$ cat src/rtl/register_file_pkg.sv
// Shared constants and types for the MIPS-style register file.
package register_file_pkg;

  localparam int unsigned REG_DATA_WIDTH = 32;
  localparam int unsigned REG_ADDR_WIDTH = 5;

  typedef logic [REG_ADDR_WIDTH-1:0] reg_addr_t;
  typedef logic [REG_DATA_WIDTH-1:0] reg_data_t;

  localparam reg_addr_t REG_ZERO = 5'd0;

endpackage

$ cat src/rtl/register_file_if.sv
// Read/write bus of the register file; master drives addresses and writeback data.
import register_file_pkg::*;

interface register_file_if #(
  parameter int unsigned DATA_WIDTH = REG_DATA_WIDTH,
  parameter int unsigned ADDR_WIDTH = REG_ADDR_WIDTH
);
  logic [ADDR_WIDTH-1:0] address_s1;
  logic [ADDR_WIDTH-1:0] address_s2;
  logic [ADDR_WIDTH-1:0] address_d;
  logic [DATA_WIDTH-1:0] data_dval;
  logic                  write_enable;
  logic [DATA_WIDTH-1:0] data_s1val;
  logic [DATA_WIDTH-1:0] data_s2val;

  modport master (
    output address_s1, address_s2, address_d, data_dval, write_enable,
    input  data_s1val, data_s2val
  );

  modport slave (
    input  address_s1, address_s2, address_d, data_dval, write_enable,
    output data_s1val, data_s2val
  );
endinterface

$ cat src/rtl/register_file_read_port.sv
// One combinational read port: 32:1 mux, r0 forced to zero, optional
// same-cycle write forwarding when REGFILE_BYPASS_EN is defined.
module register_file_read_port
  import register_file_pkg::*;
#(
  parameter int unsigned DATA_WIDTH = REG_DATA_WIDTH,
  parameter int unsigned ADDR_WIDTH = REG_ADDR_WIDTH
) (
  input  logic [(2**ADDR_WIDTH)-1:0][DATA_WIDTH-1:0] regs,
  input  logic [ADDR_WIDTH-1:0]                      addr,
  input  logic [ADDR_WIDTH-1:0]                      addr_d,
  input  logic [DATA_WIDTH-1:0]                      data_d,
  input  logic                                       write_enable,
  input  logic                                       reset_n,
  output logic [DATA_WIDTH-1:0]                      data
);

  localparam logic [ADDR_WIDTH-1:0] ZERO = ADDR_WIDTH'(REG_ZERO);

`ifdef REGFILE_BYPASS_EN
  always_comb begin
    data = regs[addr];
    if (addr == ZERO) data = '0;
    // write_enable gates the compare so an X/Z address_d cannot leak through
    if (reset_n && write_enable && (addr_d != ZERO) && (addr == addr_d))
      data = data_d;
  end
`else
  logic unused_bypass;
  assign unused_bypass = ^{reset_n, write_enable, addr_d, data_d};

  always_comb begin
    data = regs[addr];
    if (addr == ZERO) data = '0;
  end
`endif

endmodule

$ cat src/rtl/register_file.sv
// 32x32 register file: two combinational read ports, one clocked write port,
// r0 hardwired to zero. Define REGFILE_BYPASS_EN for write-to-read forwarding.
module register_file
  import register_file_pkg::*;
#(
  parameter int unsigned DATA_WIDTH = REG_DATA_WIDTH,
  parameter int unsigned ADDR_WIDTH = REG_ADDR_WIDTH
) (
  input  logic           clock,
  input  logic           reset_n,
  register_file_if.slave rf
);

  localparam int unsigned DEPTH = 2**ADDR_WIDTH;

  logic [DEPTH-1:0][DATA_WIDTH-1:0] regs_view;

  assign regs_view[0] = '0;

  // Registers 1..DEPTH-1 each own a flop bank; r0 has no storage at all.
  for (genvar g = 1; g < DEPTH; g++) begin : g_reg
    logic [DATA_WIDTH-1:0] q;

    always_ff @(posedge clock) begin
      if (!reset_n)
        q <= '0;
      else if (rf.write_enable && (rf.address_d == ADDR_WIDTH'(g)))
        q <= rf.data_dval;
    end

    assign regs_view[g] = q;
  end

  register_file_read_port #(
    .DATA_WIDTH (DATA_WIDTH),
    .ADDR_WIDTH (ADDR_WIDTH)
  ) u_port_s1 (
    .regs         (regs_view),
    .addr         (rf.address_s1),
    .addr_d       (rf.address_d),
    .data_d       (rf.data_dval),
    .write_enable (rf.write_enable),
    .reset_n      (reset_n),
    .data         (rf.data_s1val)
  );

  register_file_read_port #(
    .DATA_WIDTH (DATA_WIDTH),
    .ADDR_WIDTH (ADDR_WIDTH)
  ) u_port_s2 (
    .regs         (regs_view),
    .addr         (rf.address_s2),
    .addr_d       (rf.address_d),
    .data_d       (rf.data_dval),
    .write_enable (rf.write_enable),
    .reset_n      (reset_n),
    .data         (rf.data_s2val)
  );

endmodule

$ cat src/flat_wrapper.sv
// flat-port wrapper written by rule: the top's interface ports become plain ports
module register_file_flat import register_file_pkg::*;
#(
  parameter int unsigned DATA_WIDTH = REG_DATA_WIDTH,
  parameter int unsigned ADDR_WIDTH = REG_ADDR_WIDTH
)
  (clock, reset_n, rf_address_s1, rf_address_s2, rf_address_d, rf_data_dval, rf_write_enable, rf_data_s1val, rf_data_s2val);
  register_file_if #(.DATA_WIDTH(DATA_WIDTH), .ADDR_WIDTH(ADDR_WIDTH)) rf_i ();
  input  logic clock;
  input  logic reset_n;
  input wire logic [$bits(rf_i.address_s1)-1:0] rf_address_s1;
  input wire logic [$bits(rf_i.address_s2)-1:0] rf_address_s2;
  input wire logic [$bits(rf_i.address_d)-1:0] rf_address_d;
  input wire logic [$bits(rf_i.data_dval)-1:0] rf_data_dval;
  input wire logic [$bits(rf_i.write_enable)-1:0] rf_write_enable;
  output wire logic [$bits(rf_i.data_s1val)-1:0] rf_data_s1val;
  output wire logic [$bits(rf_i.data_s2val)-1:0] rf_data_s2val;
  assign rf_i.address_s1 = rf_address_s1;
  assign rf_i.address_s2 = rf_address_s2;
  assign rf_i.address_d = rf_address_d;
  assign rf_i.data_dval = rf_data_dval;
  assign rf_i.write_enable = rf_write_enable;
  assign rf_data_s1val = rf_i.data_s1val;
  assign rf_data_s2val = rf_i.data_s2val;
  register_file #(.DATA_WIDTH(DATA_WIDTH), .ADDR_WIDTH(ADDR_WIDTH)) u_core (.clock(clock), .reset_n(reset_n), .rf(rf_i));
endmodule
$ cat config.mk
export PLATFORM = sky130hd
export DESIGN_NAME = register_file_flat
export DESIGN_NICKNAME = d
export VERILOG_FILES = /design/src/rtl/register_file_pkg.sv /design/src/rtl/register_file_if.sv /design/src/rtl/register_file_read_port.sv /design/src/rtl/register_file.sv /design/src/flat_wrapper.sv
export SDC_FILE = /design/constraint.sdc
export NUM_CORES = 2
export LEC_CHECK = 0
export CAP_MARGIN = 20
export CORE_UTILIZATION = 40
export CTS_BUF_LIST = sky130_fd_sc_hd__clkbuf_16
export DETAILED_ROUTE_END_ITERATION = 8
export GPL_ROUTABILITY_DRIVEN = 0
export GPL_TIMING_DRIVEN = 1
export SYNTH_ARGS = -nofsm -noshare
export SYNTH_HDL_FRONTEND = slang
export SYNTH_SLANG_ARGS = --single-unit
$ cat constraint.sdc
create_clock -name clock -period 2.02 [get_ports clock]
set_input_delay 0.404 -clock clock [delete_from_list [all_inputs] [get_ports clock]]
set_output_delay 0.404 -clock clock [all_outputs]
set_load 0.02 [all_outputs]
Word level (Yosys, flattened, before mapping)
Index checks and enable logic that the tools add are counted.
{ "totals": {"regBits": 992, "input_bits": 50, "output_inout_bits": 64, "word_cells": 103} }
{ "op_classes": {"magnitude_cmp": 2, "eq_ne": 31, "mux": 6, "reduce_logical": 33} }
{ "op_table": {"columns": ["cell", "count"], "rows": [
  ["32-bit binary-select mux with 5-bit select", 2],
  ["32-bit 2-to-1 mux", 4],
  ["5-bit == test (second input constant)", 16],
  ["5-bit by 4-bit == test with 1-bit output (second input constant)", 8],
  ["1-bit logical AND", 31],
  ["5-bit by 3-bit == test with 1-bit output (second input constant)", 4],
  ["5-bit by 6-bit less-than comparator with 1-bit output (second input constant)", 2],
  ["5-bit by 2-bit == test with 1-bit output (second input constant)", 2],
  ["5-bit logical NOT", 2],
  ["5-bit by 1-bit == test with 1-bit output (second input constant)", 1]
]} }

Logic depth before layout (Yosys ltp)
{ "depth": {"ltp_word": 3, "depth_mapped": 9, "ltp_nobuf": 4} }

By module
From an unflattened synthesis, not the netlist that was laid out.
{ "hier_totals": {"hier_cells": 4696, "hier_area_um2": 51928.6} }
{ "by_module_without_submodules": {"columns": ["module", "n_inst", "cells_per_inst", "area_each_um2", "seq_area_each_um2"], "rows": [
  ["register_file", 1, 3368, 35192.5, 19859.0],
  ["register_file_read_port", 2, 664, 8368.0, 0.0]
]} }

Worst setup path before layout
OpenSTA, ideal clock, no wires.
{ "synth_path": {"kind": "input port to output port", "startpoint": "input rf_address_s2[1]", "endpoint": "output rf_data_s2val[11]", "arrival_time_ps": 1864, "required_time_ps": 1616, "setup_slack_ps": -248, "stages": 7, "n_path_buf": 3, "cell_sequence": "buf_4 buf_2 buf_2 mux2_2 a221oi_1 nor4_1 nand3b_1"} }
{ "synth_between": {"elab_chain_len": 3, "word_cells_on_any_way": 4, "cone_classes": "mux: 3; reduce/logical: 1"} }
{ "synth_rtl": {"columns": ["element", "line", "rtl"], "rows": [
  ["start: declaration", "flat_wrapper.sv:12", "input wire logic [$bits(rf_i.address_s2)-1:0] rf_address_s2;"],
  ["32-bit binary-select mux with 5-bit select", "register_file_read_port.sv:33", "data = regs[addr];"],
  ["32-bit 2-to-1 mux (implied by the code)", "register_file_read_port.sv:33", null],
  ["32-bit 2-to-1 mux (*)", "register_file_read_port.sv:34", "if (addr == ZERO) data = '0;"],
  ["end: declaration", "flat_wrapper.sv:17", "output wire logic [$bits(rf_i.data_s2val)-1:0] rf_data_s2val;"]
]} }
Mark *: on every way between the ends. The rest lies on a longest branch, timed or not. The select of a mux whose other input is x is not followed.

Worst setup path in the final report
{ "layout_path": {"startpoint": "register u_core.g_reg[15].q[19]", "endpoint": "output rf_data_s1val[19]"} }
{ "layout_between": {"elab_chain_len": 3} }
{ "layout_rtl": {"columns": ["element", "line", "rtl"], "rows": [
  ["start: declaration", "register_file.sv:22", "logic [DATA_WIDTH-1:0] q;"],
  ["start signal: assignment", "register_file.sv:28", "q <= rf.data_dval;"],
  ["32-bit binary-select mux with 5-bit select", "register_file_read_port.sv:33", null],
  ["32-bit 2-to-1 mux (implied by the code)", "register_file_read_port.sv:33", null],
  ["32-bit 2-to-1 mux", "register_file_read_port.sv:34", null],
  ["end: declaration", "flat_wrapper.sv:16", "output wire logic [$bits(rf_i.data_s1val)-1:0] rf_data_s1val;"]
]} }
No other way between the ends. The select of a mux whose other input is x is not followed.

==> flow_metrics.env <==
export IMPL_status="finished with violations"
export IMPL_failed_checks="negative setup slack"
export IMPL_yosysTopAreaCellShare_pct=37.1
export IMPL_drive_gt1_share_pct=29.6
export IMPL_synth_top_area_cell="dfxtp_1"
export IMPL_vias=51500
export IMPL_boundaryPins=114
export IMPL_grt_overflow=0
export IMPL_syn_avg_cell_area_um2=8.58
export IMPL_fin_nets=6889
export IMPL_path_clk_slew_ns=0.06
export IMPL_worst_slew_pin_slew_ns=0.590
export IMPL_cts_made_buffers=108
export IMPL_rsz0062_at_grt="yes"
export IMPL_synth_main_ff_cell="dfxtp_1"
export IMPL_cts_tree="done"
export IMPL_seqPwrFrac_pct=42.6
export IMPL_path_max_fanout=2
export IMPL_wl_um=220000
export IMPL_synth_edf_count=0
export IMPL_drt_initial_drc_count=6169
export IMPL_placed_area_um2=64300
export IMPL_drv_slew=0
export IMPL_slew_headroom_pct=60.6
export IMPL_finalInstanceArea_um2=70400
export IMPL_grt_pass1_vias=49300
export IMPL_die_w_um=368
export IMPL_syn_area_um2=53600
export IMPL_portBuffers=113
export IMPL_root_buffer="clkbuf_16"
export IMPL_drc=0
export IMPL_comb_power_share_pct=14.4
export IMPL_fmax_mhz=336
export IMPL_yosysUniqueCellTypes=53
export IMPL_internal_power_mw=33.8
export IMPL_die_area_um2=135000
export IMPL_p_total_mw=46.5
export IMPL_switchingPower_mw=12.7
export IMPL_final_period_utilization_pct=147
export IMPL_fin_worst_skew_ns=0
export IMPL_ys_warnings_count=0
export IMPL_tns_ns=-47.64
export IMPL_power_density_nw_per_um2=661
export IMPL_grt_use_total_pct=31.2
export IMPL_synth_area_leaders="dfxtp_1, nand2_1, a21boi_0"
export IMPL_synth_seq_cells=992
export IMPL_ys_top_cells_by_count="nand2_1, dfxtp_1, a21boi_0"
export IMPL_wl_per_cell_um=25.3
export IMPL_fin_ws_ns=-0.954
export IMPL_top_regs="u_core.g.q x992"
export IMPL_period_minus_slack_ns=2.97
export IMPL_cts_buffer_depth=3
export IMPL_final_setup_viol_count=64
export IMPL_synth_nets=6297
export IMPL_largest_register="u_core.g.q"
export IMPL_die_height_um=368
export IMPL_antenna_violating_nets_post_route=0
export IMPL_syn2layout_area_growth_pct=31.3
export IMPL_peakVddDrop_v=0.000634
export IMPL_maxCapViolations=0
export IMPL_worst_setup_path_start_kind="register"
export IMPL_crit_path_end_kind="output pin"
export IMPL_synth_most_common_cell="nand2_1"
export IMPL_start_util_pct=40.6
export IMPL_htreeDepth=3
export IMPL_core_um2=132000
export IMPL_cp_data_required_time_ns=1.62
export IMPL_layout_cells_non_filler=8686
export IMPL_antenna_found_initial=4
export IMPL_pwr_share_clk_pct=43.0
export IMPL_via_per_inst=5.93
export IMPL_dr_pass1_iters=6
export IMPL_crit_arrival_ns=2.57
export IMPL_power_leakage_nw=26.3
export IMPL_holdBufCountCts=0
export IMPL_rows=133
export IMPL_hp_class="input port to register"
export IMPL_hold_viol_final=0
export IMPL_async_flop_share_pct=0
export IMPL_clk_latency_ns=0.73
export IMPL_ys_seq_area_share_pct=37.1
export IMPL_synth_cells=6247
export IMPL_grt_pass1_wl_um=323000
export IMPL_largest_reg_flops=992
export IMPL_dp_cells=8472
export IMPL_dp_hpwl_um=147000
export IMPL_clock_sinks=992
export IMPL_crit_type="register to output pin"
export IMPL_grt_max_degree=116
export IMPL_p_sw_share_pct=27.4
==> repair_timing <==
action / CTS / global route
endpoints found under the hold margin: 0 / 0
pin swaps: 58 / 58
gates resized for setup: 663 / 166
buffers inserted: 12 / 17
cloned: 2 / 5
endpoints found under the setup margin: 64 / 64
==> cell usage in the layout, fill, tap and decap left out, drive strengths merged, types with 30 or more instances in the layout <==
cell type and count:
a21boi 992, nand3 78, mux4 142, clkbuf 116, o22ai 145, a21oi 30, inv 31, nor4 37
mux2i 406, a221oi 98, mux2 229, buf 1090, a2bb2oi 41, clkdlybuf4s50 38, a22oi 115, nand2 2025
clkinv 51, dfxtp 992
==> routing by layer <==
| metal | up-vias | track usage, % | wire [um] |
|---|---|---|---|
| met5 | - | 0 | 10 |
| met4 | 2 | 14.5 | 10100 |
| met3 | 516 | 5.10 | 20100 |
| met2 | 2615 | 49.0 | 99200 |
| met1 | 25300 | 41.7 | 90400 |
| li1 | 23100 | - | - |
==> final timing paths <==
| path | cells after the start | endpoint | startpoint | slack (ns) |
|---|---|---|---|---|
| worst max-delay path | 6 | rf_data_s1val[19] | u_core.g_reg[15].q[19] | -0.95 |
| worst min-delay path | 2 | u_core.g_reg[14].q[12] | reset_n | 0.05 |
| worst max register to register | 5 | u_core.g_reg[15].q[10] | u_core.g_reg[15].q[10] | 1.12 |
| worst min register to register | 2 | u_core.g_reg[8].q[24] | u_core.g_reg[8].q[24] | 0.47 |
==> critical path, cell delays in order (launching register included) <==
cell and delay (ns):
dfxtp_2 0.33, buf_6 0.11, mux4_2 0.55, o22ai_4 0.20
nor4_4 0.07, a221o_1 0.39, buf_6 0.18
==> stage by stage <==
step	setup slack [ns]	utilization (%)	hold slack [ns]
after global placement	-1.74	48.7	0.449
after floorplan	-0.159	-	0.441
after detailed placement	-1.76	48.7	0.455
after global routing	-0.960	53.3	0.0623
after CTS	-0.980	52.6	0.0377
final	-0.954	53.3	0.0500
==> power by group through the flow <==
stage	clock network (mW)	registers, mW	logic (mW)
after detailed placement	0	20.2	5.94
after CTS	20.1	19.8	6.33
after global placement	0	20.2	5.90
final	20.0	19.8	6.68
after global routing	20.9	19.8	6.84
after floorplan	0	20.2	3.16
==> cell families after synthesis <==
kind of cell	Yosys count	synth area share [%]
AOI/OAI and AO/OA	1522	21.3
buffers and inverters	660	5.90
DFF	992	37.1
muxes	777	18.4
and+or+nand+nor	2296	17.3
==> cell type report <==
cell class / instances / area [um^2]
antenna: 2 / 5.00
clock buffer: 111 / 2780
clock inverter: 89 / 679
fill: 11700 / 61800
inverter: 6 / 22.5
multi-input combinational: 4595 / 32900
sequential: 992 / 20000
tap: 1755 / 2200
timing repair buffer: 1136 / 11800
Power figures use the tool's default switching activity.
